**src/rtl/logic_pod_ram_reader.sv**
```systemverilog
`default_nettype none
// ============================================================================
// Module   : logic_pod_ram_reader
// Purpose  : Reads a pod's DDR capture ring in 128-bit beats and serializes
//            them onto a 32-bit valid/ready stream.
// Revision : 1.0 - initial release
// ============================================================================
module logic_pod_ram_reader #(
    parameter logic [28:0] RING_BASE  = 29'h0000000,
    parameter logic [28:0] RING_LIMIT = 29'h0FFFFF8,
    parameter logic [28:0] ADDR_STEP  = 29'd8,
    parameter int          FIFO_DEPTH = 16
) (
    input  logic         clk_ram,
    input  logic         rst,
    input  logic         start,
    input  logic [28:0]  start_addr,
    input  logic [23:0]  beat_count,
    input  logic         abort,
    output logic         busy,
    output logic         done,
    output logic         ram_rd_en,
    output logic [28:0]  ram_rd_addr,
    input  logic         ram_rd_ack,
    input  logic         ram_rd_valid,
    input  logic [127:0] ram_rd_data,
    output logic         out_valid,
    output logic [31:0]  out_data,
    input  logic         out_ready
);
    localparam int AW = $clog2(FIFO_DEPTH);
    localparam int CW = AW + 1;
    localparam int SW = CW + 1;
    localparam logic [SW-1:0] c_depth = SW'(FIFO_DEPTH);

    typedef enum logic [2:0] {
        S_IDLE  = 3'd0,
        S_ISSUE = 3'd1,
        S_DRAIN = 3'd2,
        S_DONE  = 3'd3,
        S_ABORT = 3'd4
    } state_t;

    state_t        r_state;
    logic [23:0]   r_req_left;
    logic [23:0]   r_ret_left;
    logic [CW-1:0] r_outstanding;
    logic [CW-1:0] r_fifo_count;
    logic [AW-1:0] r_wr_ptr;
    logic [AW-1:0] r_rd_ptr;
    logic [127:0]  r_mem [FIFO_DEPTH];
    logic [127:0]  r_shift;
    logic [1:0]    r_lane;
    logic          r_err;

    logic          w_active, w_abort_now, w_ack, w_ret_ok, w_wr;
    logic          w_last_acc, w_pop, w_credit;
    logic [CW-1:0] w_out_next, w_fifo_next;
    logic [23:0]   w_req_next;
    logic [28:0]   w_next_addr;

    always_comb begin
        w_active    = (r_state == S_ISSUE) || (r_state == S_DRAIN);
        w_abort_now = w_active && abort;
        w_ack       = ram_rd_en && ram_rd_ack;
        w_ret_ok    = ram_rd_valid && (r_outstanding != '0);
        w_wr        = w_ret_ok && w_active && !w_abort_now;
        w_last_acc  = out_valid && out_ready && (r_lane == 2'd3);
        w_pop       = (r_fifo_count != '0) && (!out_valid || w_last_acc) &&
                      w_active && !w_abort_now;
        w_out_next  = r_outstanding + CW'(w_ack) - CW'(w_ret_ok);
        w_fifo_next = r_fifo_count + CW'(w_wr) - CW'(w_pop);
        // Count this cycle's ack/pop so the registered request never overcommits
        w_credit    = ({1'b0, w_out_next} + {1'b0, w_fifo_next} + SW'(1)) <= c_depth;
        w_req_next  = r_req_left - 24'(w_ack);
        w_next_addr = (ram_rd_addr == RING_LIMIT) ? RING_BASE : ram_rd_addr + ADDR_STEP;
    end

    always_ff @(posedge clk_ram) begin
        if (w_wr) begin
            r_mem[r_wr_ptr] <= ram_rd_data;
        end
    end

    always_ff @(posedge clk_ram) begin
        if (rst) begin
            r_state       <= S_IDLE;
            busy          <= 1'b0;
            done          <= 1'b0;
            ram_rd_en     <= 1'b0;
            ram_rd_addr   <= RING_BASE;
            out_valid     <= 1'b0;
            out_data      <= '0;
            r_req_left    <= '0;
            r_ret_left    <= '0;
            r_outstanding <= '0;
            r_fifo_count  <= '0;
            r_wr_ptr      <= '0;
            r_rd_ptr      <= '0;
            r_shift       <= '0;
            r_lane        <= '0;
            r_err         <= 1'b0;
        end else begin
            done          <= 1'b0;
            r_err         <= r_err | (ram_rd_valid && (r_outstanding == '0));
            r_outstanding <= w_out_next;
            r_req_left    <= w_req_next;
            r_fifo_count  <= w_fifo_next;
            if (w_ack) begin
                ram_rd_addr <= w_next_addr;
            end
            if (w_wr) begin
                r_wr_ptr   <= r_wr_ptr + AW'(1);
                r_ret_left <= r_ret_left - 24'd1;
            end

            if (w_pop) begin
                r_shift   <= r_mem[r_rd_ptr];
                out_data  <= r_mem[r_rd_ptr][31:0];
                out_valid <= 1'b1;
                r_lane    <= 2'd0;
                r_rd_ptr  <= r_rd_ptr + AW'(1);
            end else if (out_valid && out_ready) begin
                if (r_lane == 2'd3) begin
                    out_valid <= 1'b0;
                end else begin
                    out_data <= r_shift[63:32];
                    r_shift  <= {32'h0, r_shift[127:32]};
                    r_lane   <= r_lane + 2'd1;
                end
            end

            case (r_state)
                S_IDLE: begin
                    if (start) begin
                        ram_rd_addr <= start_addr;
                        r_req_left  <= beat_count;
                        r_ret_left  <= beat_count;
                        busy        <= 1'b1;
                        if (beat_count == 24'd0) begin
                            r_state <= S_DONE;
                            done    <= 1'b1;
                        end else begin
                            r_state   <= S_ISSUE;
                            ram_rd_en <= 1'b1;
                        end
                    end
                end
                S_ISSUE, S_DRAIN: begin
                    if (abort) begin
                        r_state      <= S_ABORT;
                        ram_rd_en    <= 1'b0;
                        out_valid    <= 1'b0;
                        r_fifo_count <= '0;
                        r_wr_ptr     <= '0;
                        r_rd_ptr     <= '0;
                    end else if (r_state == S_ISSUE) begin
                        if (w_req_next == 24'd0) begin
                            r_state   <= S_DRAIN;
                            ram_rd_en <= 1'b0;
                        end else begin
                            ram_rd_en <= w_credit;
                        end
                    end else if ((r_ret_left == 24'd0) && (r_fifo_count == '0) &&
                                 (!out_valid || w_last_acc)) begin
                        r_state <= S_DONE;
                        done    <= 1'b1;
                    end
                end
                S_ABORT: begin
                    // Stay until every request already granted has come back
                    if (w_out_next == '0) begin
                        r_state <= S_DONE;
                        done    <= 1'b1;
                    end
                end
                S_DONE: begin
                    busy    <= 1'b0;
                    r_state <= S_IDLE;
                end
                default: r_state <= S_IDLE;
            endcase
        end
    end
endmodule
`default_nettype wire
```
**config.mk**
```make
export PLATFORM = sky130hd
export DESIGN_NAME = logic_pod_ram_reader
export DESIGN_NICKNAME = d
export VERILOG_FILES = /design/src/rtl/logic_pod_ram_reader.sv
export SDC_FILE = /design/constraint.sdc
export NUM_CORES = 2
export LEC_CHECK = 0
export CORE_MARGIN = 2
export CORE_UTILIZATION = 45
export DETAILED_ROUTE_END_ITERATION = 7
export PLACE_DENSITY = 0.62
export SLEW_MARGIN = 25
export SYNTH_ARGS = -nofsm -noshare
export SYNTH_HDL_FRONTEND = slang
export SYNTH_SLANG_ARGS = --single-unit
```
**constraint.sdc**
```tcl
create_clock -name clk_ram -period 26.5 [get_ports clk_ram]
set_input_delay 6.625 -clock clk_ram [delete_from_list [all_inputs] [get_ports clk_ram]]
set_output_delay 6.625 -clock clk_ram [all_outputs]
set_load 0.05 [all_outputs]
```
---- Word-level counts from Yosys, hierarchy flattened ----
Memories as Yosys holds them, arrays and structs flattened. A register that Yosys moved wholly into a read port is not among the register bits.
Cells that the tools add are included.
storage, ports and cells
  flip-flop bits (word level) ............. 264
  bits in latches ......................... 0
  bits in writable memories ............... 2048
  memory bits (read-only) ................. 0
  input bits .............................. 188
  output and inout port bits .............. 65
  word-level logic and storage cells ...... 131
  memories kept ........................... 1
memories
  memory  words  width  rd ports  clocked after Yosys merged registers in  wr ports  RTL line  RTL
  r_mem   16     128    1         1                                        1         51        logic [127:0] r_mem [FIFO_DEPTH];
operators by class
  add/sub/neg operators ................... 12
  multiply operators ...................... 0
  divide/modulo/power cells ............... 0
  order comparisons ....................... 1
  equality and inequality tests ........... 13
  shift-type cells ........................ 0
  muxes and demuxes ....................... 54
  bitwise operators ....................... 1
  reductions and logical operators ........ 34
operators by type and width
  operator                 count
  $mux W128                3
  $mux W24                 5
  $mux W29                 4
  $mux W32                 3
  $logic_not A24 Y1        3
  $add A29 B4 Y29 const B  1
  $eq A29 B24 Y1 const B   1
  $mux W4                  7
  $sub A24 B1 Y24          1
  $sub A24 B1 Y24 const B  1
  $mux W1                  19
  $mux W3                  6
  $logic_and A1 B1 Y1      12
  $add A5 B1 Y5            2
  $logic_not A5 Y1         2
  $mux W5                  2
  $reduce_bool A5 Y1       2
  $sub A5 B1 Y5            2
  $pmux W3 S3              1
  $add A4 B1 Y4 const B    2
  $ne A2 B2 Y1 const B     4
  $ne A4 B4 Y1 const B     2
  $reduce_and A4 Y1        2
  $add A5 B5 Y6            1
  other kinds (18)         27

---- Longest topological paths before layout ----
  depth after elaboration ................. 14
  depth in mapped cells ................... 20

---- Worst setup path after synthesis ----
OpenSTA, ideal clock, no wires.
  path type ............................... input port to flip-flop
  from .................................... in abort
  to ...................................... mem r_mem[0][0] (enable)
  arrival time ............................ 19.299 ns
  setup slack ............................. 6.272 ns
  stages on the path ...................... 5
  path through ............................ or2_1 -> buf_2 -> nor2_1 -> nand2_1 -> nor4_1
on the way
  cells in the longest elaborated chain, start to end .. 5
ends and longest elaborated chain
  element                        RTL line  RTL
  start: declaration             19        input logic abort,
  $logic_and A1 B1 Y1            64        w_abort_now = w_active && abort;
  $logic_not A1 Y1               67        w_wr = w_ret_ok && w_active && !w_abort_now;
  $logic_and A1 B1 Y1            67
  $mux W1                        80        if (w_wr) begin
  $mux W1 (implied by the code)  81        r_mem[r_wr_ptr] <= ram_rd_data;
  end: declaration               51
Every way passes these cells.

---- Worst setup path after layout ----
  from .................................... in abort
  to ...................................... mem r_mem[4][73] (enable)
The elaborated chain is that of the path after synthesis.

==> impl_metrics.toml <==
[outcome]
status = "finished clean"

[yosys]
synth_fp_nets = 4355
synth_cell_types = 59
synthesis.area_sq_um = 87900
ys.flop_type = "edfxtp_1"
postSynthAreaPerCell_sq_um = 21.2
synth-seq-cells = 2280
synth-edff-count = 2048
yosysMostFrequentCell = "edfxtp_1"
synth_cells = 4139
synthArstFlopShare = 0
ys_seq_area_frac = 0.752
yosys.area.top_type_share = 0.699
ys_warn_count = 0
synth_top_area_cell = "edfxtp_1"
synth_area_leaders = "edfxtp_1 70%, mux4_2 16%, dfxtp_1 5.3%"
synth.top_cells.by_count = "2048 x edfxtp_1, 640 x mux4_2, 232 x dfxtp_1"

[timing]
finalMaxSlewViolations = 0
tns_ps = 0
rsz0062_at_grt = "no"
finalCritPeriodShare = 0.385
worst_slew_pin_slew_ps = 1090
fmax_ghz = 0.0980
fin_crit_ps = 10210
slew_headroom = 0.273
hold_viol = 0
finalSetupViolations = 0
setup_slack_ps = 16290
final.setup_skew_ps = 51.0

[worst_setup_path]
worstPathRequired_ps = 26960
regToRegStartpoint = "r_rd_ptr[0]"
end_kind = "flop"
r2r_end = "r_shift[72]"
crit_arrival_ps = 10670
cp-start-kind = "primary input"
r2r_slack_ps = 20830
crit_type = "in2reg"
r2r_cells = 8
path_max_fanout = 49

[drt]
wl_per_cell_um = 29.1
ant_nets = 0
drcViolationCount = 0
vias = 42100
wl_um = 209000
via_per_inst = 5.86
firstDrtPassIters = 7
drtIter0Drc = 4294

[final_layout]
syn_to_final_growth_pct = 14.1
final_area_sq_um = 100000
nets = 4644
final_cells = 7172
drive_gt1_frac = 0.231

[placed_design]
place_ws_ps = 15400
dpl_cell_area_sq_um = 93200
dp.cells = 6740
hpwl_um = 119000
gp_congestion = 0.792
port_buffers = 252

[power]
vdd_drop_max_uv = 70.2
powerDensity_nw_per_um2 = 81.0
p_leak_nw = 30.9

[die]
fp.dieW_um = 446
die_h_um = 446
start_util = 0.452
die-area_sq_um = 199000
rows = 162
core_sq_um = 195000
boundaryPins = 253

[cts]
cts_tree = "yes"
cts_hold_buf = 0
cts_made_buffers = 227
cts_buffer_depth = 3
clock_sinks = 2280
clock_latency_ps = 850
htreeDepth = 4
post_cts_buffers = 0
cts_root_buf = "clkbuf_16"
postCtsResizedCells = 0
cts.clk_slew.worst_paths_ps = 60

[global_route]
antenna_found_initial = 27
grt_pass1_vias = 42600
grt_max_degree = 132
grt_usage = 0.210
grt_remaining_overflow = 0
grt_pass1_wl_um = 304000

[worst_hold_path]
hp-class = "reg2reg"
holdPathEnd = "r_shift[118]"
min_from = "r_shift[118]"
hold_depth = 2

[job]
cap_violations = 0
## cell families after synthesis
group | count (synthesis) | synth area share
muxes | 737 | 0.175
xor gates and xnor gates | 87 | 0.00867
DFF | 2280 | 0.752
buffers and inverters | 294 | 0.0151
and+or+nand+nor | 447 | 0.0248
adders and majority gates | 28 | 0.00416
AOI/OAI and AO/OA | 266 | 0.0200
## sequential cells by signal, indices dropped and copies added, names as in the netlist, 4 cells and up
| signal | flops |
|---|---|
| ram_rd_addr | 29 |
| r_req_left | 24 |
| r_wr_ptr | 4 |
| r_shift | 97 |
| r_rd_ptr | 4 |
| r_ret_left | 24 |
| r_fifo_count | 5 |
| out_data | 31 |
| r_mem | 2048 |
| r_outstanding | 5 |
## how the worst max path moves through the flow
stage / endpoint / startpoint / cells past startpoint
after floorplan: r_mem[0][0] / abort / 5
after global placement: r_mem[4][68] / abort / 9
after detailed placement: r_mem[4][73] / abort / 9
after CTS: r_mem[4][73] / abort / 9
after global routing: r_mem[4][72] / abort / 9
final: r_mem[4][73] / abort / 9
## critical path, cell delays in order
cell	delay, ps
clkdlybuf4s50_1	490
or2_1	350
nor4b_4	230
buf_4	270
nand2_1	190
nor3_2	170
buf_4	620
buf_4	750
buf_4	840
## cells in the final DEF (no fill, tap or decap), types with 65 or more instances in the layout
cell type / n
edfxtp_1: 2048
mux4_2: 640
clkdlybuf4s50_1: 251
clkbuf_16: 230
dfxtp_1: 228
nor2_1: 165
a211oi_1: 112
mux2i_1: 97
a21oi_1: 89
nand2_1: 87
clkbuf_1: 65
## power breakdown
part	switching, mW	internal, mW	total, mW
logic	0.534	0.468	1.00
clock network	1.34	1.71	3.05
registers	0.0884	3.99	4.08
## final cells by class
type,count,area (sq um)
fill,15200,94300
sequential,2280,66200
multi-input combinational,1565,20600
clock buffer,308,6180
timing repair buffer,321,3180
tap,2542,3180
clock inverter,116,921
inverter,33,124
antenna,7,17.5
## stage by stage
step	power, mW	utilization	hold slack (ps)
floorplan	4.85	-	447
global placement	5.17	0.479	456
detailed placement	5.17	0.479	460
CTS	8.21	0.515	468
global route	8.42	0.516	488
finish	8.13	0.516	468
## layer usage
metal,share of wire,global-route usage
met1,0.42,0.292
met4,0.022,0.0511
met3,0.052,0.0317
met2,0.51,0.352
met5,0.00033,0
(Power assumes the default switching activity.)
